File: src/rtl/icache_data_ctrl_pkg.sv
// icache_data_ctrl_pkg: shared geometry and byte-mask helper for the icache data controller
// Geometry: 32 lines x 256 b array, 64 b refill beats (4 beats/line), byte write mask.
package icache_data_ctrl_pkg;
    localparam int ADDR_WIDTH = 5;
    localparam int LINE_WIDTH = 256;
    localparam int BEAT_WIDTH = 64;
    localparam int BEATS = LINE_WIDTH / BEAT_WIDTH;
    localparam int STARVE_MAX = 4;
    localparam int MASK_WIDTH = LINE_WIDTH / 8;
    localparam int BEAT_BYTES = BEAT_WIDTH / 8;
    localparam int BEAT_CNT_W = $clog2(BEATS);
    localparam int STARVE_W = $clog2(STARVE_MAX + 1);

    // Byte-enable mask selecting the lanes of one refill beat within the line.
    function automatic logic [MASK_WIDTH-1:0] beat_wmask(input logic [BEAT_CNT_W-1:0] beat);
        return MASK_WIDTH'({BEAT_BYTES{1'b1}}) << (BEAT_BYTES * int'(beat));
    endfunction
endpackage

File: src/rtl/icache_data_ctrl_if.sv
// icache_data_ctrl_if: fetch-read and refill-write handshakes between tag/miss FSM and data controller
// master: tag/miss FSM side (drives requests and refill beats)
// slave : data controller side (returns grants, read data, fill status)
interface icache_data_ctrl_if;
    import icache_data_ctrl_pkg::*;
    logic                  rd_req;
    logic [ADDR_WIDTH-1:0] rd_addr;
    logic                  rd_gnt;
    logic                  rd_rvalid;
    logic [LINE_WIDTH-1:0] rd_rdata;
    logic                  fill_valid;
    logic                  fill_ready;
    logic [ADDR_WIDTH-1:0] fill_addr;
    logic [BEAT_WIDTH-1:0] fill_data;
    logic                  fill_last;
    logic                  fill_done;
    logic                  protocol_err;

    modport master (
        output rd_req, rd_addr, fill_valid, fill_addr, fill_data, fill_last,
        input  rd_gnt, rd_rvalid, rd_rdata, fill_ready, fill_done, protocol_err
    );
    modport slave (
        input  rd_req, rd_addr, fill_valid, fill_addr, fill_data, fill_last,
        output rd_gnt, rd_rvalid, rd_rdata, fill_ready, fill_done, protocol_err
    );
endinterface

File: src/rtl/icache_data_ctrl_fill_seq.sv
// icache_data_ctrl_fill_seq: refill beat sequencer (beat count, line capture, write mask/data, status)
// Ports:
//   clk, rst_n        clock, async active-low reset
//   fill_gnt          refill beat accepted this cycle
//   fill_addr/data/last  beat address (used on beat 0 only), payload, last marker
//   beat_cnt          index of the next beat to be written
//   fill_line         line captured on beat 0
//   wr_addr/mask/data array address, byte mask and replicated data for the current beat
//   fill_done         1-cycle pulse after the final beat is accepted
//   protocol_err      sticky: fill_last not coincident with the final beat
module icache_data_ctrl_fill_seq
    import icache_data_ctrl_pkg::*;
(
    input  logic                  clk,
    input  logic                  rst_n,
    input  logic                  fill_gnt,
    input  logic [ADDR_WIDTH-1:0] fill_addr,
    input  logic [BEAT_WIDTH-1:0] fill_data,
    input  logic                  fill_last,
    output logic [BEAT_CNT_W-1:0] beat_cnt,
    output logic [ADDR_WIDTH-1:0] fill_line,
    output logic [ADDR_WIDTH-1:0] wr_addr,
    output logic [MASK_WIDTH-1:0] wr_mask,
    output logic [LINE_WIDTH-1:0] wr_data,
    output logic                  fill_done,
    output logic                  protocol_err
);
    logic last_beat;
    logic term;

    assign last_beat = beat_cnt == BEAT_CNT_W'(BEATS - 1);
    // Either marker ends the line; a disagreement between them is a protocol error.
    assign term      = fill_last || last_beat;
    assign wr_addr   = beat_cnt == '0 ? fill_addr : fill_line;
    assign wr_mask   = beat_wmask(beat_cnt);
    assign wr_data   = {BEATS{fill_data}};

    always_ff @(posedge clk or negedge rst_n) begin
        if (!rst_n) begin
            beat_cnt     <= '0;
            fill_line    <= '0;
            fill_done    <= 1'b0;
            protocol_err <= 1'b0;
        end else begin
            fill_done <= fill_gnt && term;
            if (fill_gnt) begin
                beat_cnt <= term ? '0 : beat_cnt + 1'b1;
                if (beat_cnt == '0)
                    fill_line <= fill_addr;
                if (fill_last != last_beat)
                    protocol_err <= 1'b1;
            end
        end
    end
endmodule

File: src/rtl/icache_data_ctrl.sv
// icache_data_ctrl: single-port icache data array owner arbitrating fetch reads against refill writes
// Ports:
//   clk, rst_n     clock, async active-low reset
//   bus            slave side of the read/refill handshakes
//   sram_csb/web   array chip select / write enable, active low
//   sram_wmask     byte write mask
//   sram_addr/din  array address / write data
//   sram_dout      array read data (valid the cycle after a read grant)
module icache_data_ctrl
    import icache_data_ctrl_pkg::*;
(
    input  logic                  clk,
    input  logic                  rst_n,
    icache_data_ctrl_if.slave     bus,
    output logic                  sram_csb,
    output logic                  sram_web,
    output logic [MASK_WIDTH-1:0] sram_wmask,
    output logic [ADDR_WIDTH-1:0] sram_addr,
    output logic [LINE_WIDTH-1:0] sram_din,
    input  logic [LINE_WIDTH-1:0] sram_dout
);
    logic [STARVE_W-1:0]   starve_cnt;
    logic [BEAT_CNT_W-1:0] beat_cnt;
    logic [ADDR_WIDTH-1:0] fill_line;
    logic [ADDR_WIDTH-1:0] wr_addr;
    logic [MASK_WIDTH-1:0] wr_mask;
    logic                  hazard;
    logic                  rd_win;
    logic                  fill_gnt;
    logic                  rd_rvalid;
    logic                  fill_done;
    logic                  protocol_err;

    // A read of the line being refilled must wait for the whole line, even when starved.
    assign hazard   = bus.rd_req && beat_cnt != '0 && bus.rd_addr == fill_line;
    // Refill has priority unless the read has been starved long enough; grants are
    // forced off while reset is asserted so the array stays deselected.
    assign rd_win   = rst_n && bus.rd_req && !hazard &&
                      (!bus.fill_valid || starve_cnt == STARVE_W'(STARVE_MAX));
    assign fill_gnt = bus.fill_valid && bus.fill_ready;

    assign bus.rd_gnt       = rd_win;
    assign bus.fill_ready   = rst_n && !rd_win;
    assign bus.rd_rvalid    = rd_rvalid;
    assign bus.rd_rdata     = rd_rvalid ? sram_dout : '0;
    assign bus.fill_done    = fill_done;
    assign bus.protocol_err = protocol_err;

    assign sram_csb   = !(rd_win || fill_gnt);
    assign sram_web   = !fill_gnt;
    assign sram_wmask = fill_gnt ? wr_mask : '0;
    assign sram_addr  = fill_gnt ? wr_addr : bus.rd_addr;

    icache_data_ctrl_fill_seq u_fill_seq (
        .clk          (clk),
        .rst_n        (rst_n),
        .fill_gnt     (fill_gnt),
        .fill_addr    (bus.fill_addr),
        .fill_data    (bus.fill_data),
        .fill_last    (bus.fill_last),
        .beat_cnt     (beat_cnt),
        .fill_line    (fill_line),
        .wr_addr      (wr_addr),
        .wr_mask      (wr_mask),
        .wr_data      (sram_din),
        .fill_done    (fill_done),
        .protocol_err (protocol_err)
    );

    always_ff @(posedge clk or negedge rst_n) begin
        if (!rst_n) begin
            starve_cnt <= '0;
            rd_rvalid  <= 1'b0;
        end else begin
            rd_rvalid <= rd_win;
            if (rd_win)
                starve_cnt <= '0;
            else if (bus.rd_req && starve_cnt != STARVE_W'(STARVE_MAX))
                starve_cnt <= starve_cnt + 1'b1;
        end
    end
endmodule
File: src/flat_wrapper.sv
// flat-port wrapper written by rule: the top's interface ports become plain ports
module icache_data_ctrl_flat import icache_data_ctrl_pkg::*;
  (clk, rst_n, sram_csb, sram_web, sram_wmask, sram_addr, sram_din, sram_dout, bus_rd_req, bus_rd_addr, bus_fill_valid, bus_fill_addr, bus_fill_data, bus_fill_last, bus_rd_gnt, bus_rd_rvalid, bus_rd_rdata, bus_fill_ready, bus_fill_done, bus_protocol_err);
  icache_data_ctrl_if bus_i ();
  input  logic clk;
  input  logic rst_n;
  output logic sram_csb;
  output logic sram_web;
  output logic [MASK_WIDTH-1:0] sram_wmask;
  output logic [ADDR_WIDTH-1:0] sram_addr;
  output logic [LINE_WIDTH-1:0] sram_din;
  input  logic [LINE_WIDTH-1:0] sram_dout;
  input wire logic [$bits(bus_i.rd_req)-1:0] bus_rd_req;
  input wire logic [$bits(bus_i.rd_addr)-1:0] bus_rd_addr;
  input wire logic [$bits(bus_i.fill_valid)-1:0] bus_fill_valid;
  input wire logic [$bits(bus_i.fill_addr)-1:0] bus_fill_addr;
  input wire logic [$bits(bus_i.fill_data)-1:0] bus_fill_data;
  input wire logic [$bits(bus_i.fill_last)-1:0] bus_fill_last;
  output wire logic [$bits(bus_i.rd_gnt)-1:0] bus_rd_gnt;
  output wire logic [$bits(bus_i.rd_rvalid)-1:0] bus_rd_rvalid;
  output wire logic [$bits(bus_i.rd_rdata)-1:0] bus_rd_rdata;
  output wire logic [$bits(bus_i.fill_ready)-1:0] bus_fill_ready;
  output wire logic [$bits(bus_i.fill_done)-1:0] bus_fill_done;
  output wire logic [$bits(bus_i.protocol_err)-1:0] bus_protocol_err;
  assign bus_i.rd_req = bus_rd_req;
  assign bus_i.rd_addr = bus_rd_addr;
  assign bus_i.fill_valid = bus_fill_valid;
  assign bus_i.fill_addr = bus_fill_addr;
  assign bus_i.fill_data = bus_fill_data;
  assign bus_i.fill_last = bus_fill_last;
  assign bus_rd_gnt = bus_i.rd_gnt;
  assign bus_rd_rvalid = bus_i.rd_rvalid;
  assign bus_rd_rdata = bus_i.rd_rdata;
  assign bus_fill_ready = bus_i.fill_ready;
  assign bus_fill_done = bus_i.fill_done;
  assign bus_protocol_err = bus_i.protocol_err;
  icache_data_ctrl u_core (.clk(clk), .rst_n(rst_n), .bus(bus_i), .sram_csb(sram_csb), .sram_web(sram_web), .sram_wmask(sram_wmask), .sram_addr(sram_addr), .sram_din(sram_din), .sram_dout(sram_dout));
endmodule
File: config.mk
export PLATFORM = sky130hd
export DESIGN_NAME = icache_data_ctrl_flat
export DESIGN_NICKNAME = d
export VERILOG_FILES = /design/src/rtl/icache_data_ctrl_pkg.sv /design/src/rtl/icache_data_ctrl_if.sv /design/src/rtl/icache_data_ctrl_fill_seq.sv /design/src/rtl/icache_data_ctrl.sv /design/src/flat_wrapper.sv
export SDC_FILE = /design/constraint.sdc
export NUM_CORES = 1
export LEC_CHECK = 0
export ABC_AREA = 0
export BUFFER_PORTS_ARGS = -buffer_cell sky130_fd_sc_hd__clkbuf_2
export CAP_MARGIN = 20
export CORE_AREA = 2 2 345 347
export DETAILED_ROUTE_END_ITERATION = 6
export DIE_AREA = 0 0 347 349
export GPL_TIMING_DRIVEN = 0
export PLACE_DENSITY = 0.3
export SLEW_MARGIN = 20
export SYNTH_ARGS = -nofsm -noshare
export SYNTH_HDL_FRONTEND = slang
export SYNTH_HIERARCHICAL = 1
export SYNTH_SLANG_ARGS = --single-unit
File: constraint.sdc
create_clock -name clk -period 4.4 [get_ports clk]
set_clock_uncertainty 0.15 [all_clocks]
set_input_delay 0 -clock clk [delete_from_list [all_inputs] [get_ports clk]]
set_output_delay 0 -clock clk [all_outputs]
set_load 0.1 [all_outputs]
# Yosys cells after proc, flatten, opt, wreduce, memory -nomap -nowiden
# Cells that the tools add are included.
[classes]
n_addsub = 2
eq_ne = 5
shift = 1
n_mux = 7
reduce_logical = 21
[ops]
columns = ["op", "count"]
rows = [
  ["256-bit two-way mux", 1],
  ["32-bit two-way mux", 1],
  ["8-bit by 5-bit left shift with 32-bit output, first input constant", 1],
  ["5-bit two-way mux", 2],
  ["1-bit logical AND", 9],
  ["3-bit two-way mux", 2],
  ["5-bit == test", 1],
  ["1-bit logical NOT", 5],
  ["2-bit nonzero test", 2],
  ["3-bit by 1-bit adder with 3-bit output, second input constant", 1],
  ["3-bit == test, second input constant", 1],
  ["1-bit logical OR", 3],
  ["3-bit != test, second input constant", 1],
  ["2-bit by 1-bit adder with 2-bit output, second input constant", 1],
  ["2-bit == test, second input constant", 1],
  ["2-bit logical NOT", 1],
  ["2-bit two-way mux", 1],
  ["2-bit AND reduction", 1],
  ["1-bit != test", 1],
]
[word_totals]
regBits = 13
input_bits = 335

# Longest topological paths before layout
[depth]
word_depth = 11
depth_mapped = 9
ltp_nobuf = 9

# Modules after synthesis
# Netlist, hierarchy kept.
[modules_own_cells]
columns = ["mod", "instances", "cells_each", "area_per_inst_um2", "seq_area_each_um2"]
rows = [
  ["icache_data_ctrl_fill_seq", 1, 320, 2618.8, 225.2],
  ["icache_data_ctrl", 1, 392, 2533.7, 100.1],
]

# Least setup slack after synthesis
# Ideal clock, no wire load.
[synth_path]
kind = "flip-flop to output port"
from = "register u_core.u_fill_seq.beat_cnt[0]"
to = "output sram_addr[2]"
arrival_time_ps = 2870
slack_ps = 1380
path_stages_with_launch = 8
n_path_buf = 1
cell_sequence = "dfrtp_1 -> inv_1 -> ha_1 -> buf_2 -> mux2_2 -> and3_1 -> nand3_1 -> o211ai_1"
[synth_via]
elab_cells_between_ends = 12
classes_between = "mux: 2; reduce/logical: 10"
[synth_rtl]
columns = ["element", "line_no", "text"]
rows = [
  ["start: declaration", "icache_data_ctrl_fill_seq.sv:20", "output logic [BEAT_CNT_W-1:0] beat_cnt,"],
  ["start signal: assignment", "icache_data_ctrl_fill_seq.sv:47", "beat_cnt <= term ? '0 : beat_cnt + 1'b1;"],
  ["2-bit logical NOT", "icache_data_ctrl_fill_seq.sv:34", "assign wr_addr = beat_cnt == '0 ? fill_addr : fill_line;"],
  ["5-bit two-way mux", "n/a", ""],
  ["via u_core.wr_addr[2]", "icache_data_ctrl.sv:25", "logic [ADDR_WIDTH-1:0] wr_addr;"],
  ["5-bit two-way mux", "icache_data_ctrl.sv:52", "assign sram_addr = fill_gnt ? wr_addr : bus.rd_addr;"],
  ["end: declaration", "flat_wrapper.sv:10", "output logic [ADDR_WIDTH-1:0] sram_addr;"],
]
# The timed path passes the listed nets, and every way through them passes these cells.

# Worst setup path in the final report
[layout_path]
from = "register u_core.u_fill_seq.beat_cnt[0]"
to = "output sram_addr[3]"
# Same word-level chain as after synthesis.

==> results <==
- The fmax is 0.316 GHz.
- For the worst setup path, the data required time is 4.25 ns.
- The routed wirelength normalized by instance count is 19.4 microns.
- The routed layout has 7,623 vias.
- The final critical-path required period is 3.17 ns.
- The pin slew with the least headroom to its limit is 1.00 ns.
- The sequential cell area fraction in the yosys report is 0.0631.
- The average cell area after synthesis is 7.24 sq um.
- Summed over all cells, the static leakage comes to 6.47 nW.
- CTS built an H-tree with a depth of 1.
- Setup repair after global routing left no endpoint under its margin.
- For this design the ratio of total power to cell area is 329 nW/um^2.
- The floorplan step defined a die boundary enclosing 121,000 sq um.
- Once placement completed, the tool counted placed cells totaling 3,074.
- The number of antenna violations at the first check in global routing is 64.
- After detailed routing, the number of remaining DRC violations is 0.
- In this run the standard cell core region covers 117,000 sq um.
- After clock tree synthesis, the clock-pin slew on the worst setup and hold paths is 0.05 ns.
- Setup slack closes at 1.23 ns.
- Measured on the finished design, the core utilization comes to 0.0969.
- The hold violation count in the final report is 0.
- VDD sags by at most 0.000137 V.
- The via count of the first global-routing pass is 7,142.
- In the finished design, the share of the clock period the worst path needs comes to 0.720.
- The setup slack of the most critical reg-to-reg path is 1.53 ns.
- The total setup violations reported at the end of the flow is 0.
- Yosys mapped the design onto 35 distinct sky130hd cell types.
- The number of iterations in the first detailed-routing pass is 4.
- The run finished with clean final reports.
- The total negative setup slack is 0 ns.
- The cell count after synthesis is 712.
- The row count is 126.
- Leaving out fill and tap cells, the most frequent cell in the layout is clkbuf_2.
- Clock latency on the worst-skew pair, taken at its later pin, is 0.25 ns.
- The I/O pin total is 891.
- When the netlist entered floorplanning its net count stood at 1,054.
- Using the TritonRoute via totals, the vias-per-cell ratio works out to 2.47.
- In this run the horizontal extent of the chip is 347 microns.
- The library cells used most frequently in the layout, excluding fill and tap cells, are clkbuf_2, buf_4, and2_1.
- The share of layout cells above drive strength 1 is 0.735.
- The worst pin sits at a relative slew slack of 0.332.
- The largest net degree at the start of global routing is 23.
- The initial utilization of the core area, before any placement, comes to 0.0439.
- The root buffer cell is clkbuf_16.
- The post-synthesis cell area is 5150 sq um.
- The total of fill cells in the finished design is 13,900.
- The total overflow left after global routing is 0.
- The max-slew violation count is 0.
- The number of register bits inferred by synthesis is 13.
- The TritonCTS clock tree is done.
- The number of buffers created by CTS is 3.
- The final layout net count is 1,893.
- The type of the worst min-delay path is in2async.
- The warning count from the yosys run is 6.
- The area added between synthesis and finish is 121%.
- The finished cells cover 11,400 sq um.
- At the placement stage, the worst setup path has a slack of 1.45 ns.
- The highest net fanout along the worst path is 9.
- For this run, the total global-route usage over all layers was measured as 0.0918.
- The cell area after placement is 11,200 sq um.
- The buffer depth of the longest clock path is 2.
- The congestion estimate from routability-driven global placement came to 0.755.
- The die is 349 microns tall.
- The kind of critical path is reg2out.
- The detail route stage leaves a number of antenna-violating nets equal to 0.
- After legalization and detailed placement, the total HPWL measured 57,700 microns.
- The violation count after the first detailed-route iteration is 264.
- The element type at the critical path start is a flop.
- The critical path endpoint category is an output pin.
- At the worst endpoint, the arrival time is 3.02 ns.
- The final standard cell count with taps included and fillers excluded is 3,092.
- The global-route wire length before repair is 72,900 microns.
- The number of buffer cells added on primary ports is 826.
- Across the run, the number of max-cap violations was 0.
- After detailed routing, the total wire length is 60,100 microns.
- The clock sink count is 13.
registers in the layout, indices dropped and copies added, names as in the netlist:
signal                          flops
u_core/u_fill_seq/fill_done         1
u_core/u_fill_seq/beat_cnt          2
u_core/starve_cnt                   3
u_core/u_fill_seq/protocol_err      1
u_core/u_fill_seq/fill_line         5
u_core/bus.rd_rvalid                1
critical path, stage by stage, from the launching register on:
cell	delay, ns
dfrtp_1	0.43
inv_1	0.13
ha_1	0.44
buf_2	0.32
mux2_2	0.36
and3_1	0.19
a221oi_1	0.32
o211ai_1	0.18
clkbuf_2	0.41
logic make-up (layout without fill, tap and decap cells):
kind of cell	count (synthesis)	in the layout	share of synthesized area
other cells	0	6	0
fa+ha+maj	7	7	0.0170
xor+xnor	8	8	0.0180
compound gates	19	19	0.0321
simple gates	328	328	0.395
mux	10	10	0.0255
buf+inv	327	1165	0.450
flops	13	13	0.0631
through the flow:
step,hold slack [ns],power [mW]
after floorplan,-0.446,2.95
after CTS,0.145,3.79
after global routing,0.171,3.89
after detailed placement,-0.130,3.60
final,0.128,3.75
after global placement,-0.127,3.61
power breakdown:
group | switching (mW) | leakage (nW) | internal (mW) | total [mW]
Clock | 0.0569 | 0.0382 | 0.123 | 0.180
Sequential | 0.0508 | 0.158 | 0.162 | 0.212
Combinational | 2.66 | 6.27 | 0.695 | 3.35
Total | 2.77 | 6.47 | 0.979 | 3.75
what timing repair did:
action | 4_1_cts | 5_1_grt
setup buffers | 0 | 0
hold buffers | 8 | 0
gates resized for setup | 0 | 0
hold endpoints to repair | 20 | 0
worst paths after layout:
check	start	endpoint	depth (start not counted)
max reg2reg	u_core/u_fill_seq/fill_line[0]$_DFFE_PN0P_	u_core/u_fill_seq/fill_line[2]$_DFFE_PN0P_	7
min in group clk	u_core/u_fill_seq/protocol_err$_DFFE_PN0P_	u_core/u_fill_seq/protocol_err$_DFFE_PN0P_	1
min	rst_n	u_core/u_fill_seq/protocol_err$_DFFE_PN0P_	2
min reg2reg	u_core/u_fill_seq/protocol_err$_DFFE_PN0P_	u_core/u_fill_seq/protocol_err$_DFFE_PN0P_	1
max	u_core/u_fill_seq/beat_cnt[0]$_DFFE_PN0P_	sram_addr[3]	8
max in group asynchronous	rst_n	u_core/starve_cnt[0]$_DFFE_PN0P_	2
layer usage:
metal / GRT usage / wire (microns) / vias to the layer above
met3: 0.0587 / 8720 / 118
met2: 0.156 / 28000 / 493
li1: - / - / 3611
met4: 0.0109 / 1210 / 38
met5: 0 / 253 / -
met1: 0.0981 / 21900 / 3363
layout make-up:
| type | count | area (sq um) | share of cell area |
|---|---|---|---|
| Timing Repair Buffer | 834 | 4210 | 0.370 |
| Multi-Input combinational cell | 372 | 2510 | 0.220 |
| Buffer | 320 | 2290 | 0.201 |
| Tap cell | 1536 | 1920 | 0.169 |
| Sequential cell | 13 | 325 | 0.0286 |
| Clock buffer | 4 | 78.8 | 0.00692 |
| Inverter | 7 | 26.3 | 0.00231 |
| Antenna cell | 6 | 15.0 | 0.00132 |
synthesized netlist by cell type:
library cell  number  area (sq um)
a21oi_1            2          10.0
mux2_4             5          75.1
o21ai_0            2          10.0
inv_2              1          3.75
o31ai_4            1          21.3
a221oi_1           5          43.8
and2_0             1          6.26
nand2_1            6          22.5
xnor2_2            3          48.8
buf_6              3          33.8
ha_1               7          87.6
nor2b_1            1          6.26
clkbuf_1          32           120
buf_4            284          2130
o2111ai_2          1          15.0
and2_1           262          1640
nor2_4             1          11.3
inv_1              6          22.5
dfrtp_1           13           325
o211ai_1           5          37.5
a21o_1             1          7.51
nor2_1             3          11.3
a21boi_1           1          7.51
or2_2              1          6.26
and3_1            37           231
nand3b_1           1          7.51
and4b_1            1          10.0
xnor2_1            3          26.3
nand3_1           12          60.1
buf_2              1          5.00
nor3_2             1          10.0
nand2_4            1          11.3
a211oi_2           1          12.5
mux2_2             5          56.3
xor2_1             2          17.5
(Power assumes the default switching activity.)
